## config.mk

```make
export PLATFORM = sky130hd
export DESIGN_NAME = adc_capture_writer_flat
export DESIGN_NICKNAME = d
export VERILOG_FILES = /design/src/rtl/adc_capture_writer_if.sv /design/src/rtl/adc_capture_writer.sv /design/src/flat_wrapper.sv
export SDC_FILE = /design/constraint.sdc
export NUM_CORES = 1
export LEC_CHECK = 0
export BUFFER_PORTS_ARGS = -buffer_cell sky130_fd_sc_hd__buf_2
export CORE_UTILIZATION = 58
export DETAILED_ROUTE_END_ITERATION = 10
export PLACE_DENSITY = 0.77
export SLEW_MARGIN = 20
export SYNTH_ARGS = -nofsm -noshare
export SYNTH_HDL_FRONTEND = slang
export SYNTH_SLANG_ARGS = --single-unit
```

## constraint.sdc

```tcl
create_clock -name clk -period 4.9 [get_ports clk]
set_input_delay 0.98 -clock clk [delete_from_list [all_inputs] [get_ports clk]]
set_output_delay 0.98 -clock clk [all_outputs]
set_load 0.005 [all_outputs]
```

## src/rtl/adc_capture_writer_if.sv

```systemverilog
// SDRAM write-request bus between the capture writer (master) and the SDRAM interface (slave).
interface adc_capture_writer_if;
    logic        req;
    logic        wnr;
    logic [21:0] address;
    logic [15:0] data;
    logic        busy;
    logic        ack;

    modport master (output req, wnr, address, data, input busy, ack);
    modport slave  (input req, wnr, address, data, output busy, ack);
endinterface

```

## src/rtl/adc_capture_writer.sv

```systemverilog
// ADC capture writer: buffers ADC samples in a small FIFO and streams them to the SDRAM
// interface as sequential single-word writes.
// Optional feature: define ADC_CAPTURE_WRAP_EN for ring-buffer mode (address wraps inside
// the Length window, only Stop ends a capture, SamplesWritten saturates).
module adc_capture_writer #(
    parameter int unsigned ADC_WIDTH = 12,
    parameter int unsigned FIFO_AW   = 4,
    parameter logic [21:0] BASE_ADDR = 22'h000000
) (
    input  logic                 clk,
    input  logic                 rst,
    input  logic                 start,
    input  logic                 stop,
    input  logic [21:0]          length,
    input  logic [ADC_WIDTH-1:0] adc_data,
    input  logic                 adc_valid,
    adc_capture_writer_if.master sdram,
    output logic                 active,
    output logic                 done,
    output logic                 overflow,
    output logic [21:0]          samples_written
);

`ifdef ADC_CAPTURE_WRAP_EN
    localparam bit WrapEn = 1'b1;
`else
    localparam bit WrapEn = 1'b0;
`endif

    localparam int unsigned Depth = 1 << FIFO_AW;

    typedef enum logic [1:0] {CapIdle, CapRun, CapDrain, CapDone} cap_state_e;
    typedef enum logic {WrIdle, WrReq} wr_state_e;

    cap_state_e cap_q, cap_d;
    wr_state_e  wr_q, wr_d;

    logic [ADC_WIDTH-1:0] mem [Depth];
    logic [FIFO_AW-1:0]   wr_ptr_q, rd_ptr_q;
    logic [FIFO_AW:0]     count_q;
    logic                 fifo_full, fifo_empty;

    logic [21:0] len_q, acc_q, addr_q, sw_q, addr_next, wrap_last;
    logic [15:0] data_q;
    logic        overflow_q;

    logic cap_start, push, drop, load, pop;

    assign fifo_full  = (count_q == (FIFO_AW + 1)'(Depth));
    assign fifo_empty = (count_q == '0);

    assign sdram.req     = (wr_q == WrReq);
    assign sdram.wnr     = 1'b1;
    assign sdram.address = addr_q;
    assign sdram.data    = data_q;

    assign active          = (cap_q == CapRun) || (cap_q == CapDrain);
    assign done            = (cap_q == CapDone);
    assign overflow        = overflow_q;
    assign samples_written = sw_q;

    // Capture FSM next state; full is judged before any same-edge pop, so such samples drop.
    always_comb begin
        cap_d     = cap_q;
        cap_start = 1'b0;
        push      = 1'b0;
        drop      = 1'b0;
        unique case (cap_q)
            CapIdle, CapDone: begin
                if (start) begin
                    cap_start = 1'b1;
                    cap_d     = (length == '0) ? CapDone : CapRun;
                end
            end
            CapRun: begin
                push = adc_valid && !fifo_full;
                drop = adc_valid && fifo_full;
                if (stop) begin
                    cap_d = CapDrain;
                end else if (!WrapEn && push && (acc_q + 22'd1 == len_q)) begin
                    cap_d = CapDrain;
                end
            end
            CapDrain: begin
                if (fifo_empty && (wr_q == WrIdle)) cap_d = CapDone;
            end
        endcase
    end

    // Capture state, window length, accepted count and sticky overflow.
    always_ff @(posedge clk or posedge rst) begin
        if (rst) begin
            cap_q      <= CapIdle;
            len_q      <= '0;
            acc_q      <= '0;
            overflow_q <= 1'b0;
        end else begin
            cap_q <= cap_d;
            if (cap_start) begin
                len_q      <= length;
                acc_q      <= '0;
                overflow_q <= 1'b0;
            end else begin
                if (push) acc_q <= acc_q + 22'd1;
                if (drop) overflow_q <= 1'b1;
            end
        end
    end

    // FIFO storage; contents are don't-care once pointers are reset.
    always_ff @(posedge clk) begin
        if (push) mem[wr_ptr_q] <= adc_data;
    end

    // FIFO pointers and occupancy; simultaneous push and pop leave occupancy unchanged.
    always_ff @(posedge clk or posedge rst) begin
        if (rst) begin
            wr_ptr_q <= '0;
            rd_ptr_q <= '0;
            count_q  <= '0;
        end else begin
            if (push) wr_ptr_q <= wr_ptr_q + 1'b1;
            if (pop)  rd_ptr_q <= rd_ptr_q + 1'b1;
            if (push && !pop) begin
                count_q <= count_q + 1'b1;
            end else if (pop && !push) begin
                count_q <= count_q - 1'b1;
            end
        end
    end

    // Write FSM next state and the next write address.
    always_comb begin
        wr_d      = wr_q;
        load      = 1'b0;
        pop       = 1'b0;
        wrap_last = BASE_ADDR + len_q - 22'd1;
        addr_next = (WrapEn && (addr_q == wrap_last)) ? BASE_ADDR : addr_q + 22'd1;
        unique case (wr_q)
            WrIdle: begin
                if (!fifo_empty && !sdram.busy) begin
                    wr_d = WrReq;
                    load = 1'b1;
                end
            end
            WrReq: begin
                if (sdram.ack) begin
                    wr_d = WrIdle;
                    pop  = 1'b1;
                end
            end
        endcase
    end

    // Write state, held address/data and acknowledged-write counter.
    always_ff @(posedge clk or posedge rst) begin
        if (rst) begin
            wr_q   <= WrIdle;
            addr_q <= BASE_ADDR;
            data_q <= '0;
            sw_q   <= '0;
        end else begin
            wr_q <= wr_d;
            if (cap_start) begin
                addr_q <= BASE_ADDR;
                sw_q   <= '0;
            end else begin
                if (load) data_q <= 16'(mem[rd_ptr_q]);
                if (pop) begin
                    addr_q <= addr_next;
                    if (!(WrapEn && (sw_q == 22'h3FFFFF))) sw_q <= sw_q + 22'd1;
                end
            end
        end
    end

endmodule
```

## src/flat_wrapper.sv

```systemverilog
// flat-port wrapper written by rule: the top's interface ports become plain ports
module adc_capture_writer_flat 
#(
    parameter int unsigned ADC_WIDTH = 12,
    parameter int unsigned FIFO_AW   = 4,
    parameter logic [21:0] BASE_ADDR = 22'h000000
)
  (clk, rst, start, stop, length, adc_data, adc_valid, active, done, overflow, samples_written, sdram_req, sdram_wnr, sdram_address, sdram_data, sdram_busy, sdram_ack);
  adc_capture_writer_if sdram_i ();
  input  logic clk;
  input  logic rst;
  input  logic start;
  input  logic stop;
  input  logic [21:0] length;
  input  logic [ADC_WIDTH-1:0] adc_data;
  input  logic adc_valid;
  output logic active;
  output logic done;
  output logic overflow;
  output logic [21:0] samples_written;
  output wire logic [$bits(sdram_i.req)-1:0] sdram_req;
  output wire logic [$bits(sdram_i.wnr)-1:0] sdram_wnr;
  output wire logic [$bits(sdram_i.address)-1:0] sdram_address;
  output wire logic [$bits(sdram_i.data)-1:0] sdram_data;
  input wire logic [$bits(sdram_i.busy)-1:0] sdram_busy;
  input wire logic [$bits(sdram_i.ack)-1:0] sdram_ack;
  assign sdram_req = sdram_i.req;
  assign sdram_wnr = sdram_i.wnr;
  assign sdram_address = sdram_i.address;
  assign sdram_data = sdram_i.data;
  assign sdram_i.busy = sdram_busy;
  assign sdram_i.ack = sdram_ack;
  adc_capture_writer #(.ADC_WIDTH(ADC_WIDTH), .FIFO_AW(FIFO_AW), .BASE_ADDR(BASE_ADDR)) u_core (.clk(clk), .rst(rst), .start(start), .stop(stop), .length(length), .adc_data(adc_data), .adc_valid(adc_valid), .sdram(sdram_i), .active(active), .done(done), .overflow(overflow), .samples_written(samples_written));
endmodule
```

Word-level counts from Yosys, hierarchy flattened --
Memories as Yosys holds them, arrays and structs flattened. A register that Yosys moved wholly into a read port is not among the register bits. Index checks and enable logic that the tools add are counted.
Storage, ports and cells: memory bits (writable) 192, bits in registers 105, logic and storage cells 79, output and inout bits 65, memories kept 1
Cells by class: bitwise logic cells 2, add/sub/neg operators 7, muxes and demuxes 28, reductions and logical operators 23, equal/unequal tests 8
Memories:
- u_core.mem | words 16, width 12, read ports 1, clocked after Yosys merged registers in 1, write ports 1, line adc_capture_writer.sv:38 | logic [ADC_WIDTH-1:0] mem [Depth];
Operator list (number):
- $mux 22 | 6
- $add 22x1->22 const B | 3
- $eq 22x22->1 | 1
- $logic_not 22->1 | 1
- $mux 1 | 13
- $mux 2 | 5
- $mux 5 | 2
- $add 4x1->4 const B | 2
- $reduce_bool 2->1 | 4
- $logic_and 1x1->1 | 7
- $pmux 2 s3 | 1
- $add 5x1->5 const B | 1
- $eq 5x5->1 const B | 1
- $logic_not 1->1 | 5
- $logic_not 5->1 | 1
- $sub 5x1->5 const B | 1
- $eq 2x2->1 const B | 2
- $ne 2x2->1 const B | 2
- $ne 3x3->1 const B | 1
- $reduce_and 3->1 | 1
- $eq 2x1->1 const B | 1
- $logic_not 2->1 | 1
- $not 1->1 | 2
- $pmux 1 s2 | 1
- 3 further kinds | 3

Depth between registers and ports, before layout --
Gate-level depths: netlist of run 1.
depth after elaboration 8, depth in mapped cells 13

Worst setup path after synthesis of run 1 --
Ideal clock, no wire load.
path kind in2reg, start input port adc_valid, end register u_core.count_q[4], arrival 2985 ps, cell stages on the path 11, buffers on the path 1, path slack 1789 ps, data required time 4774 ps, cell sequence nand3_1 > clkinv_1 > clkbuf_1 > ha_1 > inv_1 > fa_1 > a21o_1 > a21oi_1 > xnor2_1 > nor2_1 > xor2_1
Between the ends: cells in the longest elaborated chain, start to end 5, elaborated cells between the ends (all ways) 7, those cells by class mux: 2; reduce/logical: 5
Ends and longest elaborated chain:
- start: declaration | line flat_wrapper.sv:16 | input logic adc_valid;
- $logic_and 1x1->1 (*) | line adc_capture_writer.sv:76 | push = adc_valid && !fifo_full;
- $mux 1 (*) | line adc_capture_writer.sv:68 | unique case (cap_q)
- named net u_core.push | line adc_capture_writer.sv:47 | logic cap_start, push, drop, load, pop;
- $logic_not 1->1 | line adc_capture_writer.sv:126 | end else if (pop && !push) begin
- $logic_and 1x1->1 | line adc_capture_writer.sv:126
- $reduce_bool 2->1 (no line)
- end signal: assignment | line adc_capture_writer.sv:125 | count_q <= count_q + 1'b1;
- end signal: assignment | line adc_capture_writer.sv:127 | count_q <= count_q - 1'b1;
- end: declaration | line adc_capture_writer.sv:40 | logic [FIFO_AW:0] count_q;
Mark *: on every way through the listed nets, which the timed path passes. The rest lies on a longest branch. A chain may end at the register's enable or synchronous reset.

Worst setup path after layout of run 1 --
start register u_core.count_q[0], end register u_core.count_q[4]
Between the ends: cells in the longest elaborated chain, start to end 7, elaborated cells between the ends (all ways) 12, those cells by class add/sub: 2; eq/ne: 1; mux: 3; reduce/logical: 6
Ends and longest elaborated chain:
- branches (longest 7 deep; another with $sub 5x1->5)
Several ways; the timed one is not identified. The select of a mux whose other input is x is not followed.

==> out/results.ini, run 1 <==
[status]
status = complete, no violations

[global_route]
grt_usage = 0.238
use_met1 = 0.350
gr-usage-met3 = 0.0387
grt_pass1_vias = 7590
grt.busiest_layer = met2
grt_pass1_wl_um = 42900
grt_max_degree = 63
antenna_found_initial = 2
grt_use_met2 = 0.370
grt.overflow.total = 0

[clock_tree]
clkSinkCount = 309
hold_buffers = 0
clk_pin_slew_ps = 70
cts_made_buffers = 30
cts.path.max_buffers = 3
insertion_delay_ps = 570
cts_tree = built
cts_setup_buffers = 0
cts_resized = 0
htree_num_levels = 1
root_buffer = clkbuf_16

[cells_and_area]
fillerInstances = 1545
final_cells = 1291
area_growth_pct = 13.4
drive_above_1_share = 0.262
nets = 1039

[floorplan]
dieHeight_um = 154
die_w_um = 154
ios = 106
core-area_mm2 = 0.0227
rows = 55
die-area_mm2 = 0.0238
initial_utilization = 0.592

[worst_setup_path]
path_max_fanout = 9
rr_endpoint = u_core.count_q[4]
cp.arrival_ps = 3630
critPathTopFamily = simple AND/OR/NAND/NOR gates
end_kind = flop
r2r-start = u_core.count_q[0]
crit_type = flop to flop
crit_buf_inv = 2
crit_required_ps = 5330
crit_top_cell = ha_1
cp_cell_sequence = nor4_1 -> nand2_1 -> nand3_1 -> clkinv_1 -> ha_1 -> inv_1 -> ha_1 -> a21o_1 -> a21oi_1 -> xnor2_1 -> nor2_1 -> xor2_1
slowest_delay_ps = 650
crit_path_start_kind = flop
ff2ff_setup_slack_ps = 1710
reg2reg_depth = 12
cp_slowest_cell = nor4_1

[worst_hold_path]
hold_depth = 1
min_from = u_core.sdram.data[5]
min_to = u_core.sdram.data[5]
hold_path.class = flop to flop

[job]
maxCapViolations = 0

[logic_synthesis]
yosysMostFrequentCell = edfxtp_1
synth_area_mm2 = 0.0134
synth_warnings = 0
yosysTopAreaCell = edfxtp_1
synth-seq-cells = 309
yosysUniqueCellTypes = 59
synthCells = 885
yosysTopAreaCellShare = 0.429
synth_area_per_cell_um2 = 15.2
ys_async_sr_fraction = 0.379
ys.flop_type = edfxtp_1
ys_top_cells_by_area = edfxtp_1 43%, dfrtp_1 22%, mux4_2 10%, xnor2_1 3.1%, xor2_1 3.1%
synth_edf_count = 192
yosysSeqAreaShare = 0.646
synth.top_cells.by_count = 192 x edfxtp_1, 117 x dfrtp_1, 72 x nor2_1, 60 x mux4_2, 51 x nand2_1

[drt]
first_pass_iters = 5
wl_um = 27500
drtIter0Drc = 547
ant_nets = 0
drc_errors = 0
vias = 7745
wl_per_cell_um = 21.3
via_per_inst = 6.00

[place]
port_buffers = 100
hpwl_um = 17100
globalplace.congestion = 0.831
dp_cells = 1233

[timing]
finalMaxSlewViolations = 0
hold_violations = 0
finalSetupViolCount = 0
post-route-min-period_ps = 3190
tns_ps = 0
clock.fmax_ghz = 0.313
tightest_slew_ps = 1010
fin_skew_ps = 18.1
fin_crit_sh = 0.652
rsz0062_at_grt = false
relSlewSlack = 0.327
hold_ws_ps = 497

[power]
pwr-share-clk = 0.310
p_leak_uw = 0.00581
p_int_uw = 5640
power_density_mw_per_mm2 = 521
swShare = 0.291
p_switching_uw = 2310
power_frac_comb = 0.243
seq_power_share = 0.447
irDropWorstVdd_mv = 0.368

## sequential cells by signal (all words and copies together) (netlist names)
name                    count
u_core.sdram.req            1
u_core.rd_ptr_q             4
u_core.sdram.data          12
u_core.count_q              5
u_core.cap_q                2
u_core.sdram.address       22
u_core.mem                192
u_core.len_q               22
u_core.samples_written     22
u_core.wr_ptr_q             4
u_core.overflow             1
u_core.acc_q               22
## cell families after synthesis
logic type      after synthesis  share of synthesized area
simple gates                246                     0.0967
fa+ha+maj                    18                     0.0173
compound gates               57                     0.0267
mux                          97                      0.132
buf+inv                      62                     0.0195
xor+xnor                     94                     0.0612
flops                       309                      0.646
other cells                   2                   0.000558
## metrics by stage
stage,power [µW],area (µm²),setup slack (ps),util
2_1_floorplan,4950,13500,819,-
3_3_place_gp,5470,14200,1710,0.624
3_5_place_dp,5520,14200,1640,0.624
4_1_cts,8000,15200,1730,0.671
5_1_grt,8300,15200,1560,0.671
6_report,7950,15200,1710,0.671
## power by group through the flow
stage	combinational, µW	clock, µW	sequential [µW]
floorplan	1630	0	3310
CTS	1950	2480	3560
detailed placement	1920	0	3600
global route	2080	2590	3620
finish	1930	2460	3560
global placement	1870	0	3590
## layout by cell type (no fill, tap or decap), types with 6 or more instances in the layout
cell       instances
nor3_1             6
clkbuf_16         30
xnor2_1           47
ha_1              17
nand2_1           51
nand3_1           23
o21ai_0           17
a21oi_1           18
nor2_1            72
nor4_1             6
buf_2            100
and2_1            21
and3_1            11
mux2_2            34
edfxtp_1         192
nand4_1           16
or3_1             11
inv_1             15
dfrtp_1          114
clkbuf_1           7
mux4_2            60
xor2_1            47
## how the worst max path moves through the flow
stage / startpoint / slack [ps] / endpoint / depth (start not counted)
final: u_core.count_q[0] / 1710 / u_core.count_q[4] / 12
after detailed placement: sdram_ack / 1640 / u_core.count_q[4] / 11
after floorplan: rst / 820 / u_core.acc_q[0] / 1
after global routing: u_core.count_q[0] / 1560 / u_core.count_q[4] / 12
after CTS: u_core.count_q[0] / 1730 / u_core.count_q[4] / 12
after global placement: sdram_ack / 1710 / u_core.count_q[4] / 11
## routing by layer
layer  vias up  wire length, µm
li1       3476                -
met1      3946            12100
met2       273            12900
met3        50             1820
met4         0              697
met5         -                0
## area by class of cell
| cell class | count | area (µm²) | area share |
|---|---|---|---|
| timing repair buffer | 105 | 538 | 0.0353 |
| tap | 285 | 357 | 0.0234 |
| sequential | 309 | 8700 | 0.571 |
| clock inverter | 14 | 231 | 0.0152 |
| clock buffer | 42 | 846 | 0.0555 |
| antenna | 2 | 5.00 | 0.000328 |
| inverter | 17 | 66.3 | 0.00435 |
| multi-input combinational | 517 | 4510 | 0.295 |
Power figures use the tool's default switching activity.
==> run 2: changes to the inputs <==
--- a/config.mk
+++ b/config.mk
@@ -5,10 +5,11 @@
 export SDC_FILE = /design/constraint.sdc
 export NUM_CORES = 1
 export LEC_CHECK = 0
+export ABC_AREA = 1
 export BUFFER_PORTS_ARGS = -buffer_cell sky130_fd_sc_hd__buf_2
-export CORE_UTILIZATION = 58
+export CORE_UTILIZATION = 54
 export DETAILED_ROUTE_END_ITERATION = 10
-export PLACE_DENSITY = 0.77
+export PLACE_DENSITY = 0.76
 export SLEW_MARGIN = 20
 export SYNTH_ARGS = -nofsm -noshare
 export SYNTH_HDL_FRONTEND = slang
==> constraint.sdc (replaced) <==
create_clock -name clk -period 2.63 [get_ports clk]
set_input_delay 0.526 -clock clk [delete_from_list [all_inputs] [get_ports clk]]
set_output_delay 0.526 -clock clk [all_outputs]
set_load 0.005 [all_outputs]
==> run 2 against run 1 <==
Cell count rose by 46%; largest power group unchanged; routed wire length grew 24%; design area is 6.5% higher; register-to-register slack worse by 1500 ps; sequential share of layout area fell by 3.5 points; clock skew is 7.5 ps lower; worst setup slack got worse by 1500 ps; fmax increased by 34%.
==> out/results.ini, run 2 <==
[status]
status = complete, no violations

[logic_synthesis]
synth_warnings = 0
yosysMostFrequentCell = nand2_1
ys_async_sr_fraction = 0.379
synth_top_family_by_area = simple AND/OR/NAND/NOR gates
ys.flop_type = edfxtp_1
synth.top_cells.by_count = 225 x nand2_1, 192 x edfxtp_1, 175 x nor2_1, 154 x o21ai_0, 126 x inv_1
synth_compound_gate_area_share = 0.125
yosysTopAreaCell = edfxtp_1
synthAdderAreaFrac = 0.0166
synthCells = 1398
yosysTopAreaCellShare = 0.411
synth-seq-cells = 309
yosysSeqAreaShare = 0.620
muxShareOfSynthArea = 0
ys_top_cells_by_area = edfxtp_1 41%, dfrtp_1 21%, nand2_1 6.0%, o21ai_0 5.5%, nor2_1 4.7%
synth_area_per_cell_um2 = 10.0
synth-xor-area-share = 0.00624
synth_edf_count = 192
yosysUniqueCellTypes = 47
synth_area_mm2 = 0.0140
synthSimpleGateAreaFrac = 0.180

[clock_tree]
insertion_delay_ps = 580
cts_made_buffers = 31
cts.path.max_buffers = 3
cts_tree = built
clk_pin_slew_ps = 60
clkSinkCount = 309
htree_num_levels = 1
root_buffer = clkbuf_16

[timing]
tightest_slew_ps = 641
fin_crit_sh = 0.905
finalSetupViolCount = 0
post-route-min-period_ps = 2380
hold_violations = 0
tns_ps = 0
relSlewSlack = 0.570
clock.fmax_ghz = 0.420
finalMaxSlewViolations = 0
hold_ws_ps = 168
rsz0062_at_grt = false
fin_skew_ps = 10.6

[floorplan]
rows = 58
die-area_mm2 = 0.0266
initial_utilization = 0.554
ios = 106
die_w_um = 163
core-area_mm2 = 0.0253
dieHeight_um = 163

[worst_setup_path]
crit_required_ps = 3090
ff2ff_setup_slack_ps = 250
reg2reg_depth = 14
crit_path_start_kind = flop
cp_slowest_cell = dfrtp_1
end_kind = flop
slowest_delay_ps = 430
crit_type = flop to flop
cp_cell_sequence = ha_1 -> nand2_1 -> inv_1 -> nand2_1 -> clkinv_1 -> ha_1 -> inv_2 -> ha_1 -> a21o_1 -> a31oi_1 -> nand2_1 -> nand2_1 -> nor2_1 -> xor2_1
critPathTopFamily = adder cells
cp.arrival_ps = 2840
crit_top_cell = nand2_1
rr_endpoint = u_core.count_q[4]
crit_buf_inv = 3
path_max_fanout = 5
r2r-start = u_core.cap_q[0]

[power]
p_leak_uw = 0.00652
seq_power_share = 0.397
swShare = 0.347
p_int_uw = 10100
p_switching_uw = 5380
power_density_mw_per_mm2 = 954
irDropWorstVdd_mv = 0.659
power_frac_comb = 0.306
finalPower_uw = 15500
pwr-share-clk = 0.297

[drt]
wl_um = 34000
first_pass_iters = 6
ant_nets = 0
vias = 10783
drtIter0Drc = 1074
wl_per_cell_um = 18.1
via_per_inst = 5.74
drc_errors = 0

[place]
dpl_cell_area_mm2 = 0.0151
port_buffers = 100
hpwl_um = 22000
globalplace.congestion = 0.899

[cells_and_area]
drive_above_1_share = 0.154
antennaDiodeCount = 0
regMostFlops = u_core.mem
largest_reg_flops = 192
design_area_mm2 = 0.0162
final_util = 0.641
mostFrequentLayoutCells = 225 x nand2_1, 192 x edfxtp_1, 173 x nor2_1, 154 x o21ai_0, 123 x inv_1
final_common_cell = nand2_1
nets = 1584
area_growth_pct = 15.8

[global_route]
grt_pass1_wl_um = 54700
grt_pass1_vias = 10592
grt_usage = 0.264
antenna_found_initial = 0
grt.overflow.total = 0
grt_max_degree = 108

[worst_hold_path]
min_to = u_core.len_q[5]
hold_path.class = input pin to flop
min_from = length[5]
hold_depth = 3

[job]
maxCapViolations = 0

[run 2: metrics by stage]
stage / worst slack, ps / cells
floorplan: 252 / 1401
global placement: 291 / 1818
detailed placement: 205 / 1818
CTS: 174 / 1877
global route: 49.6 / 1880
finish: 249 / 1880
[run 2: worst register-to-register path: cells and delay by family (launching register included)]
kind / cells / cell delay [ps]
flops: 1 / 430
compound gates: 2 / 360
fa+ha+maj: 3 / 740
buf+inv: 3 / 230
simple gates: 5 / 370
xor+xnor: 1 / 130
[run 2: repair_timing]
item,CTS,global route
hold buffers,1,0
endpoints found under the setup margin,0,1
endpoints found under the hold margin,10,0
gates resized for setup,0,2
buffers inserted,0,3
[run 2: cells by family (layout without fill, tap and decap cells)]
logic type	after synthesis	after routing
simple gates	574	574
xor+xnor	10	10
buf+inv	188	337
flops	309	309
compound gates	297	297
fa+ha+maj	18	18
other cells	2	5
[run 2: power by group through the flow]
stage               sequential, µW  combinational, µW  clock [µW]
floorplan                     6130               3140           0
global placement              6210               4500           0
detailed placement            6240               4660           0
CTS                           6150               4690        4680
global route                  6230               5300        4850
finish                        6150               4740        4600
[run 2: per-layer routing]
| metal | share of wire | GRT usage |
|---|---|---|
| met1 | 0.41 | 0.351 |
| met4 | 0.031 | 0.0986 |
| met2 | 0.47 | 0.439 |
| met5 | 0 | 0 |
| met3 | 0.085 | 0.0406 |
[run 2: how the worst max path moves through the flow]
stage / depth (start not counted) / startpoint / slack, ps / endpoint
after floorplan: 14 / u_core.cap_q[0] / 250 / u_core.count_q[4]
final: 14 / u_core.cap_q[0] / 250 / u_core.count_q[4]
after global routing: 13 / u_core.count_q[0] / 50 / u_core.count_q[4]
after global placement: 14 / adc_valid / 290 / u_core.count_q[4]
after CTS: 13 / u_core.count_q[0] / 170 / u_core.count_q[4]
after detailed placement: 13 / u_core.count_q[0] / 200 / u_core.count_q[4]
[run 2: layout make-up]
cell class                 instances  area (µm²)
clock inverter                    17         208
timing repair buffer             150         941
multi-input combinational        904        4620
tap                              330         413
clock buffer                      41         875
inverter                         129         488
sequential                       309        8690
fill                            1955        9090
==> run 3: changes to the inputs <==
--- a/config.mk
+++ b/config.mk
@@ -7,9 +7,10 @@
 export LEC_CHECK = 0
 export ABC_AREA = 1
 export BUFFER_PORTS_ARGS = -buffer_cell sky130_fd_sc_hd__buf_2
-export CORE_UTILIZATION = 54
+export CORE_UTILIZATION = 58
 export DETAILED_ROUTE_END_ITERATION = 10
-export PLACE_DENSITY = 0.76
+export PLACE_DENSITY = 0.77
+export SETUP_SLACK_MARGIN = 0.4
 export SLEW_MARGIN = 20
 export SYNTH_ARGS = -nofsm -noshare
 export SYNTH_HDL_FRONTEND = slang
==> constraint.sdc (replaced) <==
create_clock -name clk -period 2.2 [get_ports clk]
set_input_delay 0.44 -clock clk [delete_from_list [all_inputs] [get_ports clk]]
set_output_delay 0.44 -clock clk [all_outputs]
set_load 0.005 [all_outputs]
==> run 3 against run 2 <==
The flow now finishes with violations (setup timing); die area shrank 6.8%; sequential power grew 20%; flip-flop and latch count is the same; critical path type unchanged; critical endpoint unchanged; count of clock-buffer cells in the layout grew 6.
==> out/results.ini, run 3 (synthesis gave the netlist of run 2 again) <==
[status]
status = finished with violations
violations = setup timing

[place]
dp_slack_ps = -47.1
dpl_cell_area_mm2 = 0.0153
hpwl_um = 22700
globalplace.congestion = 0.882
port_buffers = 100
dp_cells = 1821

[timing]
postLayoutSetupSlackWorst_ps = -89.3
finalMaxSlewViolations = 0
post-route-min-period_ps = 2290
fin_crit_sh = 1.04
hold_violations = 0
relSlewSlack = 0.637
hold_ws_ps = 38.9
clock.fmax_ghz = 0.437
tightest_slew_ps = 540
finalSetupViolCount = 4
fin_skew_ps = 15.7
rsz0062_at_grt = true

[clock_tree]
insertion_delay_ps = 510
cts_made_buffers = 34
cts.path.max_buffers = 3
hold_buffers = 0
cts_tree = built
clk_pin_slew_ps = 60
root_buffer = clkbuf_16
clkSinkCount = 309
htree_num_levels = 2

[drt]
drtIter0Drc = 1318
vias = 12124
first_pass_iters = 5
ant_nets = 0
wl_um = 42000
via_per_inst = 6.19
drc_errors = 0
wl_per_cell_um = 21.4

[floorplan]
die_w_um = 158
core-area_mm2 = 0.0236
ios = 106
dieHeight_um = 158
initial_utilization = 0.594
die-area_mm2 = 0.0248
rows = 56

[global_route]
antenna_found_initial = 1
grt_pass1_vias = 11135
grt_usage = 0.308
grt.overflow.total = 0
grt_max_degree = 72
grt_pass1_wl_um = 58200

[worst_setup_path]
cp_cell_sequence = nor2_2 -> nand4_1 -> nand2_4 -> clkinv_4 -> ha_4 -> inv_8 -> ha_4 -> a21o_1 -> a31oi_2 -> nand2_1 -> nand2_1 -> nor2_2 -> xor2_1
end_kind = flop
crit_buf_inv = 2
path_max_fanout = 4
crit_type = flop to flop
slowest_delay_ps = 390
critPathTopFamily = simple AND/OR/NAND/NOR gates
cp_slowest_cell = dfrtp_1
crit_path_start_kind = flop
crit_required_ps = 2590
cp.arrival_ps = 2680

[power]
irDropWorstVdd_mv = 0.783
power_density_mw_per_mm2 = 1160
p_leak_uw = 0.00717

[job]
maxCapViolations = 0

[cells_and_area]
final_cells = 1958
nets = 1675
area_growth_pct = 29.5
fillerInstances = 1373
regMostFlops = u_core.mem
mostFrequentLayoutCells = 192 x nand2_1, 192 x edfxtp_1, 137 x nor2_1, 128 x o21ai_0
largest_reg_flops = 192
design_area_mm2 = 0.0182
drive_above_1_share = 0.291
antennaDiodeCount = 0

[worst_hold_path]
hold_path.class = input pin to async pin

## run 3: repair_timing
action / 4_1_cts / 5_1_grt
pin swaps: 38 / 50
buffers inserted: 52 / 16
cloned: 3 / 7
gates resized for setup: 76 / 218
endpoints found under the setup margin: 122 / 276
## run 3: worst register-to-register path: cells and delay by family (launching register included)
family,cells,cell delay (ps)
xor gates and xnor gates,1,140
AOI/OAI and AO/OA,2,350
adders and majority gates,2,390
and+or+nand+nor,6,750
DFF,1,390
buffers and inverters,2,150
## run 3: final cells by class
type | instances | area (µm²) | area share
Inverter | 129 | 519 | 0.0286
Sequential cell | 309 | 8700 | 0.479
Clock inverter | 12 | 88.8 | 0.00489
Timing Repair Buffer | 237 | 1980 | 0.109
Clock buffer | 47 | 931 | 0.0512
Tap cell | 319 | 399 | 0.0220
Multi-Input combinational cell | 905 | 5540 | 0.305
## run 3: layer usage
layer,share of wire,GRT usage,vias to the layer above
met5,0.00031,0,-
met1,0.37,0.402,5824
met2,0.49,0.509,800
li1,-,-,5312
met4,0.049,0.121,2
met3,0.098,0.0597,186
## run 3: power by group
part	internal, µW	switching [µW]
Combinational	3250	5140
Sequential	6870	503
Clock	3080	2280
## run 3: metrics by stage
stage	total power [µW]	utilization	setup TNS (ps)
after floorplan	11200	-	0
after global placement	13000	0.650	0
after detailed placement	13300	0.650	-82.1
after CTS	19300	0.723	0
after global routing	22000	0.769	-594
final	21100	0.769	-220
## run 3: worst paths after layout
check / cells past startpoint / end / slack, ps / startpoint
setup / recovery: 13 / u_core.count_q[4] / -90 / u_core.count_q[3]
hold / removal: 3 / u_core.len_q[16] / 40 / rst
setup reg to reg: 13 / u_core.count_q[4] / -90 / u_core.count_q[3]
hold reg to reg: 1 / u_core.sdram.data[3] / 480 / u_core.sdram.data[3]
max in group asynchronous: 3 / u_core.samples_written[3] / 1740 / rst
min in group clk: 3 / u_core.len_q[3] / 170 / length[3]
